`src/rtl/vpu_tile_sequencer_if.sv`:
```
// ---------------------------------------------------------------------------
// vpu_tile_sequencer_if
//   Bundles the job/config inputs, the memory beat strobes and the compute
//   core handshake of the tile sequencer.
//
//   Memory beat handshake: a strobe (load_a / load_w / deload_out) is the
//   valid and mem_ready is the ready. A beat transfers on a rising clock
//   edge where strobe & mem_ready. While the strobe is high and mem_ready
//   is low, the strobe and its address are held unchanged. The strobe never
//   drops without a transfer, except on abort or reset.
//
//   Modports:
//     master : the sequencer (drives strobes, addresses, status)
//     slave  : the environment (RAM, compute core, job issuer)
//
//   Signals:
//     start, abort                 job request / synchronous cancel
//     m_tiles, k_tiles, n_tiles    tile counts, latched at start
//     base_a, base_w, base_res     base word addresses, latched at start
//     mem_ready                    RAM accepts the current beat
//     compute_done                 core finished the current tile MAC
//     load_a, load_w, deload_out   beat strobes
//     addr_a, addr_w, addr_res     beat addresses
//     compute_start, acc_clr       compute pulse / accumulator clear
//     index_i, index_j, index_k    live tile indices
//     busy, done, aborted          job status
//     state_dbg                    current FSM state encoding
// ---------------------------------------------------------------------------
interface vpu_tile_sequencer_if #(
   parameter int ADDR_WIDTH = 16,
   parameter int DIM_WIDTH  = 8
);
   logic                  start;
   logic                  abort;
   logic [DIM_WIDTH-1:0]  m_tiles;
   logic [DIM_WIDTH-1:0]  k_tiles;
   logic [DIM_WIDTH-1:0]  n_tiles;
   logic [ADDR_WIDTH-1:0] base_a;
   logic [ADDR_WIDTH-1:0] base_w;
   logic [ADDR_WIDTH-1:0] base_res;
   logic                  mem_ready;
   logic                  compute_done;

   logic                  load_a;
   logic                  load_w;
   logic                  deload_out;
   logic [ADDR_WIDTH-1:0] addr_a;
   logic [ADDR_WIDTH-1:0] addr_w;
   logic [ADDR_WIDTH-1:0] addr_res;
   logic                  compute_start;
   logic                  acc_clr;
   logic [DIM_WIDTH-1:0]  index_i;
   logic [DIM_WIDTH-1:0]  index_j;
   logic [DIM_WIDTH-1:0]  index_k;
   logic                  busy;
   logic                  done;
   logic                  aborted;
   logic [2:0]            state_dbg;

   modport master (
      input  start, abort, m_tiles, k_tiles, n_tiles,
      input  base_a, base_w, base_res, mem_ready, compute_done,
      output load_a, load_w, deload_out, addr_a, addr_w, addr_res,
      output compute_start, acc_clr, index_i, index_j, index_k,
      output busy, done, aborted, state_dbg
   );

   modport slave (
      output start, abort, m_tiles, k_tiles, n_tiles,
      output base_a, base_w, base_res, mem_ready, compute_done,
      input  load_a, load_w, deload_out, addr_a, addr_w, addr_res,
      input  compute_start, acc_clr, index_i, index_j, index_k,
      input  busy, done, aborted, state_dbg
   );
endinterface

```
`src/rtl/vpu_tile_sequencer.sv`:
```
// ---------------------------------------------------------------------------
// vpu_tile_sequencer
//   Tile-loop controller for the tiled vector matrix-multiply unit. Walks a
//   runtime-sized C = A x W job as TILE x TILE tiles: for every C tile (i,j)
//   and every inner step k it streams TILE rows of A(i,k) and W(k,j) from
//   RAM, pulses the compute core, waits for it, and after the last k streams
//   the C(i,j) tile back to RAM.
//
//   Ports:
//     clk    rising-edge clock
//     reset  asynchronous, active-low reset
//     bus    vpu_tile_sequencer_if.master (config, beats, compute, status)
//
//   Loop order is i (outer), j, k (inner). Dimensions and bases are latched
//   when a job starts; config inputs are ignored while busy.
// ---------------------------------------------------------------------------
module vpu_tile_sequencer #(
   parameter int ADDR_WIDTH = 16,
   parameter int TILE       = 4,
   parameter int DIM_WIDTH  = 8
) (
   input  logic                 clk,
   input  logic                 reset,
   vpu_tile_sequencer_if.master bus
);

   localparam int RW = $clog2(TILE);
   localparam logic [RW-1:0] R_LAST = RW'(TILE - 1);

   typedef enum logic [2:0] {
      S_IDLE   = 3'd0,
      S_LOAD_A = 3'd1,
      S_LOAD_W = 3'd2,
      S_CSTART = 3'd3,
      S_CWAIT  = 3'd4,
      S_STORE  = 3'd5,
      S_DONE   = 3'd6
   } state_t;

   state_t                state_q, state_d;
   logic [DIM_WIDTH-1:0]  i_q, i_d;
   logic [DIM_WIDTH-1:0]  j_q, j_d;
   logic [DIM_WIDTH-1:0]  k_q, k_d;
   logic [RW-1:0]         r_q, r_d;
   logic [DIM_WIDTH-1:0]  m_q, m_d;
   logic [DIM_WIDTH-1:0]  kt_q, kt_d;
   logic [DIM_WIDTH-1:0]  n_q, n_d;
   logic [ADDR_WIDTH-1:0] base_a_q, base_a_d;
   logic [ADDR_WIDTH-1:0] base_w_q, base_w_d;
   logic [ADDR_WIDTH-1:0] base_res_q, base_res_d;
   logic                  aborted_q, aborted_d;

   logic                  row_last;
   logic                  k_last;
   logic                  j_last;
   logic                  i_last;

   assign row_last = (r_q == R_LAST);
   assign k_last   = (k_q == kt_q - DIM_WIDTH'(1));
   assign j_last   = (j_q == n_q - DIM_WIDTH'(1));
   assign i_last   = (i_q == m_q - DIM_WIDTH'(1));

   // -------------------------------------------------------------------------
   // State and counter registers
   // -------------------------------------------------------------------------
   always_ff @(posedge clk or negedge reset) begin
      if (!reset) begin
         state_q    <= S_IDLE;
         i_q        <= '0;
         j_q        <= '0;
         k_q        <= '0;
         r_q        <= '0;
         m_q        <= '0;
         kt_q       <= '0;
         n_q        <= '0;
         base_a_q   <= '0;
         base_w_q   <= '0;
         base_res_q <= '0;
         aborted_q  <= 1'b0;
      end else begin
         state_q    <= state_d;
         i_q        <= i_d;
         j_q        <= j_d;
         k_q        <= k_d;
         r_q        <= r_d;
         m_q        <= m_d;
         kt_q       <= kt_d;
         n_q        <= n_d;
         base_a_q   <= base_a_d;
         base_w_q   <= base_w_d;
         base_res_q <= base_res_d;
         aborted_q  <= aborted_d;
      end
   end

   // -------------------------------------------------------------------------
   // Next-state logic
   // -------------------------------------------------------------------------
   always_comb begin
      state_d    = state_q;
      i_d        = i_q;
      j_d        = j_q;
      k_d        = k_q;
      r_d        = r_q;
      m_d        = m_q;
      kt_d       = kt_q;
      n_d        = n_q;
      base_a_d   = base_a_q;
      base_w_d   = base_w_q;
      base_res_d = base_res_q;
      aborted_d  = 1'b0;

      case (state_q)
         S_IDLE: begin
            if (bus.start) begin
               m_d        = bus.m_tiles;
               kt_d       = bus.k_tiles;
               n_d        = bus.n_tiles;
               base_a_d   = bus.base_a;
               base_w_d   = bus.base_w;
               base_res_d = bus.base_res;
               i_d        = '0;
               j_d        = '0;
               k_d        = '0;
               r_d        = '0;
               // An empty problem completes without touching memory.
               if (bus.m_tiles == '0 || bus.k_tiles == '0 || bus.n_tiles == '0) begin
                  state_d = S_DONE;
               end else begin
                  state_d = S_LOAD_A;
               end
            end
         end

         S_LOAD_A: begin
            if (bus.mem_ready) begin
               if (row_last) begin
                  r_d     = '0;
                  state_d = S_LOAD_W;
               end else begin
                  r_d = r_q + RW'(1);
               end
            end
         end

         S_LOAD_W: begin
            if (bus.mem_ready) begin
               if (row_last) begin
                  r_d     = '0;
                  state_d = S_CSTART;
               end else begin
                  r_d = r_q + RW'(1);
               end
            end
         end

         S_CSTART: begin
            state_d = S_CWAIT;
         end

         S_CWAIT: begin
            if (bus.compute_done) begin
               if (k_last) begin
                  k_d     = '0;
                  state_d = S_STORE;
               end else begin
                  k_d     = k_q + DIM_WIDTH'(1);
                  state_d = S_LOAD_A;
               end
            end
         end

         S_STORE: begin
            if (bus.mem_ready) begin
               if (row_last) begin
                  r_d = '0;
                  if (!j_last) begin
                     j_d     = j_q + DIM_WIDTH'(1);
                     state_d = S_LOAD_A;
                  end else begin
                     j_d = '0;
                     if (!i_last) begin
                        i_d     = i_q + DIM_WIDTH'(1);
                        state_d = S_LOAD_A;
                     end else begin
                        state_d = S_DONE;
                     end
                  end
               end else begin
                  r_d = r_q + RW'(1);
               end
            end
         end

         S_DONE: begin
            state_d = S_IDLE;
         end

         default: begin
            state_d = S_IDLE;
         end
      endcase

      // Abort overrides whatever the state wanted to do. Indices are left as
      // they were; the next start clears them.
      if (bus.abort && state_q != S_IDLE) begin
         state_d   = S_IDLE;
         r_d       = '0;
         aborted_d = 1'b1;
      end
   end

   // -------------------------------------------------------------------------
   // Beat addresses: row-major, one word per TILE-wide row segment.
   //   A: base_a   + (i*TILE + r)*k_tiles + k
   //   W: base_w   + (k*TILE + r)*n_tiles + j
   //   C: base_res + (i*TILE + r)*n_tiles + j
   // Everything is computed modulo 2^ADDR_WIDTH. Addresses read 0 whenever
   // their strobe is low.
   // -------------------------------------------------------------------------
   logic [ADDR_WIDTH-1:0] row_i;
   logic [ADDR_WIDTH-1:0] row_k;
   logic [ADDR_WIDTH-1:0] off_a;
   logic [ADDR_WIDTH-1:0] off_w;
   logic [ADDR_WIDTH-1:0] off_c;
   logic                  load_a;
   logic                  load_w;
   logic                  deload;

   assign row_i = (ADDR_WIDTH'(i_q) << RW) + ADDR_WIDTH'(r_q);
   assign row_k = (ADDR_WIDTH'(k_q) << RW) + ADDR_WIDTH'(r_q);
   assign off_a = row_i * ADDR_WIDTH'(kt_q) + ADDR_WIDTH'(k_q);
   assign off_w = row_k * ADDR_WIDTH'(n_q) + ADDR_WIDTH'(j_q);
   assign off_c = row_i * ADDR_WIDTH'(n_q) + ADDR_WIDTH'(j_q);

   assign load_a = (state_q == S_LOAD_A);
   assign load_w = (state_q == S_LOAD_W);
   assign deload = (state_q == S_STORE);

   // -------------------------------------------------------------------------
   // Outputs (all decoded from registered state, none from inputs)
   // -------------------------------------------------------------------------
   assign bus.load_a        = load_a;
   assign bus.load_w        = load_w;
   assign bus.deload_out    = deload;
   assign bus.addr_a        = load_a ? (base_a_q + off_a) : '0;
   assign bus.addr_w        = load_w ? (base_w_q + off_w) : '0;
   assign bus.addr_res      = deload ? (base_res_q + off_c) : '0;
   assign bus.compute_start = (state_q == S_CSTART);
   assign bus.acc_clr       = (state_q == S_CSTART) && (k_q == '0);
   assign bus.index_i       = i_q;
   assign bus.index_j       = j_q;
   assign bus.index_k       = k_q;
   assign bus.busy          = (state_q != S_IDLE);
   assign bus.done          = (state_q == S_DONE);
   assign bus.aborted       = aborted_q;
   assign bus.state_dbg     = state_q;

endmodule

```
`src/flat_wrapper.sv`:
```
// flat-port wrapper written by rule: the top's interface ports become plain ports
module vpu_tile_sequencer_flat 
#(
   parameter int ADDR_WIDTH = 16,
   parameter int TILE       = 4,
   parameter int DIM_WIDTH  = 8
)
  (clk, reset, bus_start, bus_abort, bus_m_tiles, bus_k_tiles, bus_n_tiles, bus_base_a, bus_base_w, bus_base_res, bus_mem_ready, bus_compute_done, bus_load_a, bus_load_w, bus_deload_out, bus_addr_a, bus_addr_w, bus_addr_res, bus_compute_start, bus_acc_clr, bus_index_i, bus_index_j, bus_index_k, bus_busy, bus_done, bus_aborted, bus_state_dbg);
  vpu_tile_sequencer_if #(.ADDR_WIDTH(ADDR_WIDTH), .DIM_WIDTH(DIM_WIDTH)) bus_i ();
  input  logic clk;
  input  logic reset;
  input wire logic [$bits(bus_i.start)-1:0] bus_start;
  input wire logic [$bits(bus_i.abort)-1:0] bus_abort;
  input wire logic [$bits(bus_i.m_tiles)-1:0] bus_m_tiles;
  input wire logic [$bits(bus_i.k_tiles)-1:0] bus_k_tiles;
  input wire logic [$bits(bus_i.n_tiles)-1:0] bus_n_tiles;
  input wire logic [$bits(bus_i.base_a)-1:0] bus_base_a;
  input wire logic [$bits(bus_i.base_w)-1:0] bus_base_w;
  input wire logic [$bits(bus_i.base_res)-1:0] bus_base_res;
  input wire logic [$bits(bus_i.mem_ready)-1:0] bus_mem_ready;
  input wire logic [$bits(bus_i.compute_done)-1:0] bus_compute_done;
  output wire logic [$bits(bus_i.load_a)-1:0] bus_load_a;
  output wire logic [$bits(bus_i.load_w)-1:0] bus_load_w;
  output wire logic [$bits(bus_i.deload_out)-1:0] bus_deload_out;
  output wire logic [$bits(bus_i.addr_a)-1:0] bus_addr_a;
  output wire logic [$bits(bus_i.addr_w)-1:0] bus_addr_w;
  output wire logic [$bits(bus_i.addr_res)-1:0] bus_addr_res;
  output wire logic [$bits(bus_i.compute_start)-1:0] bus_compute_start;
  output wire logic [$bits(bus_i.acc_clr)-1:0] bus_acc_clr;
  output wire logic [$bits(bus_i.index_i)-1:0] bus_index_i;
  output wire logic [$bits(bus_i.index_j)-1:0] bus_index_j;
  output wire logic [$bits(bus_i.index_k)-1:0] bus_index_k;
  output wire logic [$bits(bus_i.busy)-1:0] bus_busy;
  output wire logic [$bits(bus_i.done)-1:0] bus_done;
  output wire logic [$bits(bus_i.aborted)-1:0] bus_aborted;
  output wire logic [$bits(bus_i.state_dbg)-1:0] bus_state_dbg;
  assign bus_i.start = bus_start;
  assign bus_i.abort = bus_abort;
  assign bus_i.m_tiles = bus_m_tiles;
  assign bus_i.k_tiles = bus_k_tiles;
  assign bus_i.n_tiles = bus_n_tiles;
  assign bus_i.base_a = bus_base_a;
  assign bus_i.base_w = bus_base_w;
  assign bus_i.base_res = bus_base_res;
  assign bus_i.mem_ready = bus_mem_ready;
  assign bus_i.compute_done = bus_compute_done;
  assign bus_load_a = bus_i.load_a;
  assign bus_load_w = bus_i.load_w;
  assign bus_deload_out = bus_i.deload_out;
  assign bus_addr_a = bus_i.addr_a;
  assign bus_addr_w = bus_i.addr_w;
  assign bus_addr_res = bus_i.addr_res;
  assign bus_compute_start = bus_i.compute_start;
  assign bus_acc_clr = bus_i.acc_clr;
  assign bus_index_i = bus_i.index_i;
  assign bus_index_j = bus_i.index_j;
  assign bus_index_k = bus_i.index_k;
  assign bus_busy = bus_i.busy;
  assign bus_done = bus_i.done;
  assign bus_aborted = bus_i.aborted;
  assign bus_state_dbg = bus_i.state_dbg;
  vpu_tile_sequencer #(.ADDR_WIDTH(ADDR_WIDTH), .TILE(TILE), .DIM_WIDTH(DIM_WIDTH)) u_core (.clk(clk), .reset(reset), .bus(bus_i));
endmodule
```
`config.mk`:
```
export PLATFORM = sky130hd
export DESIGN_NAME = vpu_tile_sequencer_flat
export DESIGN_NICKNAME = d
export VERILOG_FILES = /design/src/rtl/vpu_tile_sequencer_if.sv /design/src/rtl/vpu_tile_sequencer.sv /design/src/flat_wrapper.sv
export SDC_FILE = /design/constraint.sdc
export NUM_CORES = 1
export LEC_CHECK = 0
export CORE_UTILIZATION = 53
export CTS_CLUSTER_SIZE = 40
export DETAILED_ROUTE_END_ITERATION = 16
export HOLD_SLACK_MARGIN = 0.06
export PLACE_DENSITY_LB_ADDON = 0.15
export SYNTH_ARGS = -nofsm -noshare
export SYNTH_HDL_FRONTEND = slang
export SYNTH_SLANG_ARGS = --single-unit
```
`constraint.sdc`:
```
create_clock -name clk -period 6.42 [get_ports clk]
set_input_delay 1.605 -clock clk [delete_from_list [all_inputs] [get_ports clk]]
set_output_delay 1.605 -clock clk [all_outputs]
set_load 0.03 [all_outputs]
```
---- Word-level counts from Yosys, hierarchy flattened ----
Cells that the tools add are included.
Widths: inputs -> output; s select.
word-level totals
  bits of input ports ..................... 78
  flip-flop bits (word level) ............. 102
  latch bits .............................. 0
  memory bits (writable) .................. 0
  ROM bits ................................ 0
  output and inout bits ................... 83
  memories kept ........................... 0
  word-level logic and storage cells ...... 111
operators by class
  reductions and logical operators ........ 20
  shifts and indexed selects .............. 0
  $add $sub $neg .......................... 15
  mux-type cells .......................... 36
  multipliers ............................. 3
  magnitude comparators ................... 0
  equal/unequal tests ..................... 25
  bitwise logic cells ..................... 0
  div/mod/pow operators ................... 0
operators by type and width
  operator             count
  $mux 8               10
  $add 16x16->16       3
  $add 16x8->16        3
  $mul 16x8->16        3
  $mux 16              3
  $pmux 8 s2           3
  $mux 3               13
  $logic_not 8->1      4
  $add 8x1->8 const B  3
  $eq 8x8->1           3
  $sub 8x1->8 const B  3
  $add 10x2->11        2
  $pmux 3 s6           1
  $ne 3x2->1 const B   5
  $eq 3x3->1 const B   3
  $ne 3x3->1 const B   3
  $mux 2               4
  $ne 2x2->1 const B   4
  $reduce_and 8->1     1
  $eq 3x2->1 const B   2
  $reduce_and 3->1     2
  $reduce_and 6->1     1
  $reduce_bool 3->1    2
  $ne 2x1->1 const B   2
  other kinds (13)     16

---- Logic depth before layout (Yosys ltp) ----
  word-level depth ........................ 8
  depth in mapped cells ................... 21
  gate-level depth less buffers ........... 19

---- Worst setup path before layout ----
Ideal clock, no wire load.
  kind .................................... register to output
  start ................................... reg u_core.i_q[4] (netlist: u_core.bus.index_i[4])
  end ..................................... out bus_addr_res[15]
  cell stages (with the launch flop) ...... 21
  arrival ................................. 5.455 ns
  slack ................................... -0.640 ns
  required time ........................... 4.815 ns
  path buffers ............................ 2
  path through ............................ dfrtp_1 > clkbuf_1 > clkbuf_1 > nand2_1 > fa_1 > inv_1 > fa_1 > inv_1 > fa_1 > inv_1 > fa_1 > inv_1 > fa_1 > inv_1 > ha_1 > or3_1 > o211ai_1 > a31oi_1 > a31oi_1 > xnor2_1 > nor2_1
on the way
  longest elaborated chain between the ends .. 5
ends and longest elaborated chain
  item                    line                       source
  start, declared         vpu_tile_sequencer.sv:41   logic [DIM_WIDTH-1:0] i_q, i_d;
  start signal, assigned  vpu_tile_sequencer.sv:82   i_q <= i_d;
  $add 10x2->11           vpu_tile_sequencer.sv:230  assign row_i = (ADDR_WIDTH'(i_q) << RW) + ADDR_WIDTH'(r_q);
  $mul 16x8->16           vpu_tile_sequencer.sv:234  assign off_c = row_i * ADDR_WIDTH'(n_q) + ADDR_WIDTH'(j_q);
  $add 16x8->16           vpu_tile_sequencer.sv:234
  $add 16x16->16          vpu_tile_sequencer.sv:248  assign bus.addr_res = deload ? (base_res_q + off_c) : '0;
  $mux 16                 vpu_tile_sequencer.sv:248
  end, declared           flat_wrapper.sv:27         output wire logic [$bits(bus_i.addr_res)-1:0] bus_addr_res;
Every way passes these cells.

---- Worst setup path in the final report ----
  start ................................... reg u_core.n_q[0]
  end ..................................... out bus_addr_w[15]
on the way
  longest elaborated chain between the ends .. 4
ends and longest elaborated chain
  item                    line                       source
  start, declared         vpu_tile_sequencer.sv:47   logic [DIM_WIDTH-1:0] n_q, n_d;
  start signal, assigned  vpu_tile_sequencer.sv:88   n_q <= n_d;
  $mul 16x8->16           vpu_tile_sequencer.sv:233  assign off_w = row_k * ADDR_WIDTH'(n_q) + ADDR_WIDTH'(j_q);
  $add 16x8->16           vpu_tile_sequencer.sv:233
  $add 16x16->16          vpu_tile_sequencer.sv:247  assign bus.addr_w = load_w ? (base_w_q + off_w) : '0;
  $mux 16                 vpu_tile_sequencer.sv:247
  end, declared           flat_wrapper.sv:26         output wire logic [$bits(bus_i.addr_w)-1:0] bus_addr_w;
Every way passes these cells.

==> results.txt <==
Status - complete, but fails checks
Violations in the final reports - setup timing
CP required - 4820 ps
CP Data Arrival Time - 5300 ps
Iter 0 DRT Violations - 588
Vias - 11900
Avg Synthesized Cell Area - 9.18 µm²
Dpl cells - 2121
Worst-Margin Slew - 936 ps
Routed WL - 38300 µm
Post-synthesis xor/xnor area fraction - 0.0545
Slew margin rel. - 0.376
GRT Util Overall - 0.282
DP Area - 17300 µm²
# nets final - 2241
Met3 wire len - 1930 µm
Worst hold path stage count - 1
Reg2reg path depth - 11
Largest area contributor in the netlist - fa_1
Router iterations before antenna repair - 5
RSZ-0062 raised after global routing - true
WL/cell - 17.6 µm
# diodes - 0
Initial antenna violation count - 0
DRC - 0
Setup TNS - -6470 ps
Placer Congestion - 0.881
DP HPWL - 29800 µm
Clk_lat worst skew - 370 ps
Final Hold Viols - 0
Io pins - 161
Critical Path Slowest Stage Cell - fa_1
Metal2 WL - 19500 µm
TritonCTS clock tree - yes
Fin util - 0.694
Seq/Total Area, Yosys - 0.177
CTS sink cnt - 102
Critical path class - register to output pin
Fmax achieved - 145 MHz
Max incr delay on CP - 520 ps
Final cell count without fillers - 2176
Simple-gate share of the synthesized area - 0.186
Global-route wire length before repair - 62100 µm
Post-synth ARST share - 1.00
Yosys cell types - 61
Initial Utilization - 0.538
Core ar. - 26900 µm²
Die width - 167 µm
FF+latch count, synth - 102
H-tree depth - 3
CP Cell Sequence - buf_12 -> buf_4 -> nand2_2 -> fa_1 -> inv_2 -> fa_1 -> ha_1 -> fa_1 -> inv_1 -> fa_1 -> inv_2 -> ha_4 -> o21a_1 -> o31a_1 -> o41a_1 -> a211o_1 -> a41oi_2 -> xnor2_1 -> nor2_2 -> buf_6
Full die area - 27900 µm²
Cts bufs inserted - 9
Max-cap violations - 0
Final ANT Viol Nets - 0
Post-route minimum period - 6900 ps
Largest net degree at the start of global routing - 73
Top sig layer - met4
Global route overflow - 0
Site Rows - 60
Final Setup Violations - 25
Most common cell after layout, fill and taps aside - inv_1
Synth top area cells - fa_1 28%, dfrtp_1 18%, ha_1 11%, and2_1 6.7%, inv_1 6.3%
Mapped Nets - 1986
Power Density - 410 nW/µm²
Most frequent cells in the layout - 225 x inv_1, 190 x fa_1, 148 x buf_4, 142 x and2_1, 124 x nand2_1
Metal-1 WL - 16100 µm
Class of the worst hold path - register to register
Mux share of post-synthesis cell area - 0.0357
Port Buf Inserts - 160
Vias in the first global route - 12500
Mapped Area - 14500 µm²
Layout cell share with drive strength beyond 1 - 0.237
Fin crit share - 1.07
Compound-cell area share of the yosys netlist - 0.0713
Cts hold-fix bufs - 0
Area Growth Syn to Fin - 29.0%
CP Max Fanout - 4
Main synth FF type - dfrtp_1
Synth warn - 0
Yosys top cell area share - 0.278
Chip height - 167 µm
Largest family of logic cells by synthesized area - adder cells
Root Buffer - clkbuf_16
Design Area, Final - 18600 µm²
Adder-Cell Fraction of Synth Area - 0.392
Element type at the critical path start - register
Worst Setup End Kind - output pin
FILL cells - 2112
Final Slew Violations - 0
Vias per cell - 5.47
Post-synthesis cell count - 1575
Clock Skews - 13.4 ps
IR drop worst, VDD - 0.000221 V
Worst setup margin - -481 ps
Clock-pin slew on the worst setup and hold paths - 70 ps
CP dominant cell by count - fa_1
Leakage - 8.98 nW
EDFF count, synth - 0
Clk buf depth - 2
cell families (layout without fill, tap and decap cells):
logic type,count (synthesis),after routing
buffers and inverters,317,577
AND/OR/NAND/NOR,528,528
adder cells (fa/ha/maj),333,333
XOR/XNOR,90,90
AO/OA/AOI/OAI,159,159
multiplexers,46,46
flip-flops,102,102
area by class of cell:
cell class	count	area (µm²)	area share
multi-input combinational	1156	11500	0.617
timing repair buffer	318	2940	0.158
sequential	102	2580	0.138
inverter	243	912	0.0489
tap	341	427	0.0229
clock buffer	11	253	0.0136
clock inverter	5	38.8	0.00208
critical path: cells and delay by family, from the launching register on:
family | cells | cell delay [ps]
AOI/OAI and AO/OA | 5 | 1230
xor gates and xnor gates | 1 | 90
adders and majority gates | 6 | 2460
buffers and inverters | 6 | 540
DFF | 1 | 410
and+or+nand+nor | 2 | 190
through the flow:
step / worst slack [ps] / total power, W / hold WS [ps]
final: -481 / 0.00764 / 519
after CTS: -428 / 0.00723 / 525
after global placement: -84.7 / 0.00613 / 505
after global routing: -695 / 0.00836 / 548
after detailed placement: -213 / 0.00626 / 506
after floorplan: -81.4 / 0.00465 / 487
where the power goes:
| part | switching (W) | internal [W] |
|---|---|---|
| clock network | 0.000288 | 0.000289 |
| registers | 0.000242 | 0.000897 |
| logic | 0.00317 | 0.00275 |
path summary, 6_finish.rpt:
check	startpoint	slack [ps]	to
worst max-delay path	u_core.n_q[0]	-480	bus_addr_w[15]
worst min-delay path	u_core.base_a_q[13]	520	u_core.base_a_q[13]
worst max register to register	u_core.n_q[0]	2800	u_core.bus.index_i[0]
worst min register to register	u_core.base_a_q[13]	520	u_core.base_a_q[13]
max in group asynchronous	reset	3910	u_core.bus.index_k[1]
min in group asynchronous	reset	1350	u_core.base_res_q[0]
sequential cells by signal, summed over array words and instances (netlist names), 8 cells and up:
register,flops
u_core.n_q,8
u_core.m_q,8
u_core.kt_q,8
u_core.bus.index_k,8
u_core.bus.index_j,8
u_core.base_a_q,16
u_core.base_w_q,16
u_core.bus.index_i,8
u_core.base_res_q,16
what timing repair did:
| action | 4_1_cts | 5_1_grt |
|---|---|---|
| setup buffers | 24 | 16 |
| endpoints found under the setup margin | 33 | 35 |
| resized for setup | 100 | 91 |
| pin swaps | 61 | 68 |
synth_stat cells, types with 7 or more instances:
master	instances
inv_1	243
fa_1	201
and2_1	154
nand2_1	142
ha_1	132
dfrtp_1	102
nor2_1	97
clkbuf_1	65
o21ai_0	59
xnor2_1	56
mux2_2	45
xor2_1	34
nor3_1	31
a21oi_1	24
nand3_1	17
nor4_1	14
a31oi_1	11
nand2b_1	11
a211oi_1	10
a21o_1	10
and3_1	10
nor2b_1	9
or2_2	8
nand4_1	7
o21a_1	7
per-layer routing:
layer,vias to the layer above,GRT usage
li1,5521,-
met2,370,0.494
met4,0,0.0818
met5,-,0
met3,66,0.0364
met1,5940,0.367
(Power assumes the default switching activity.)
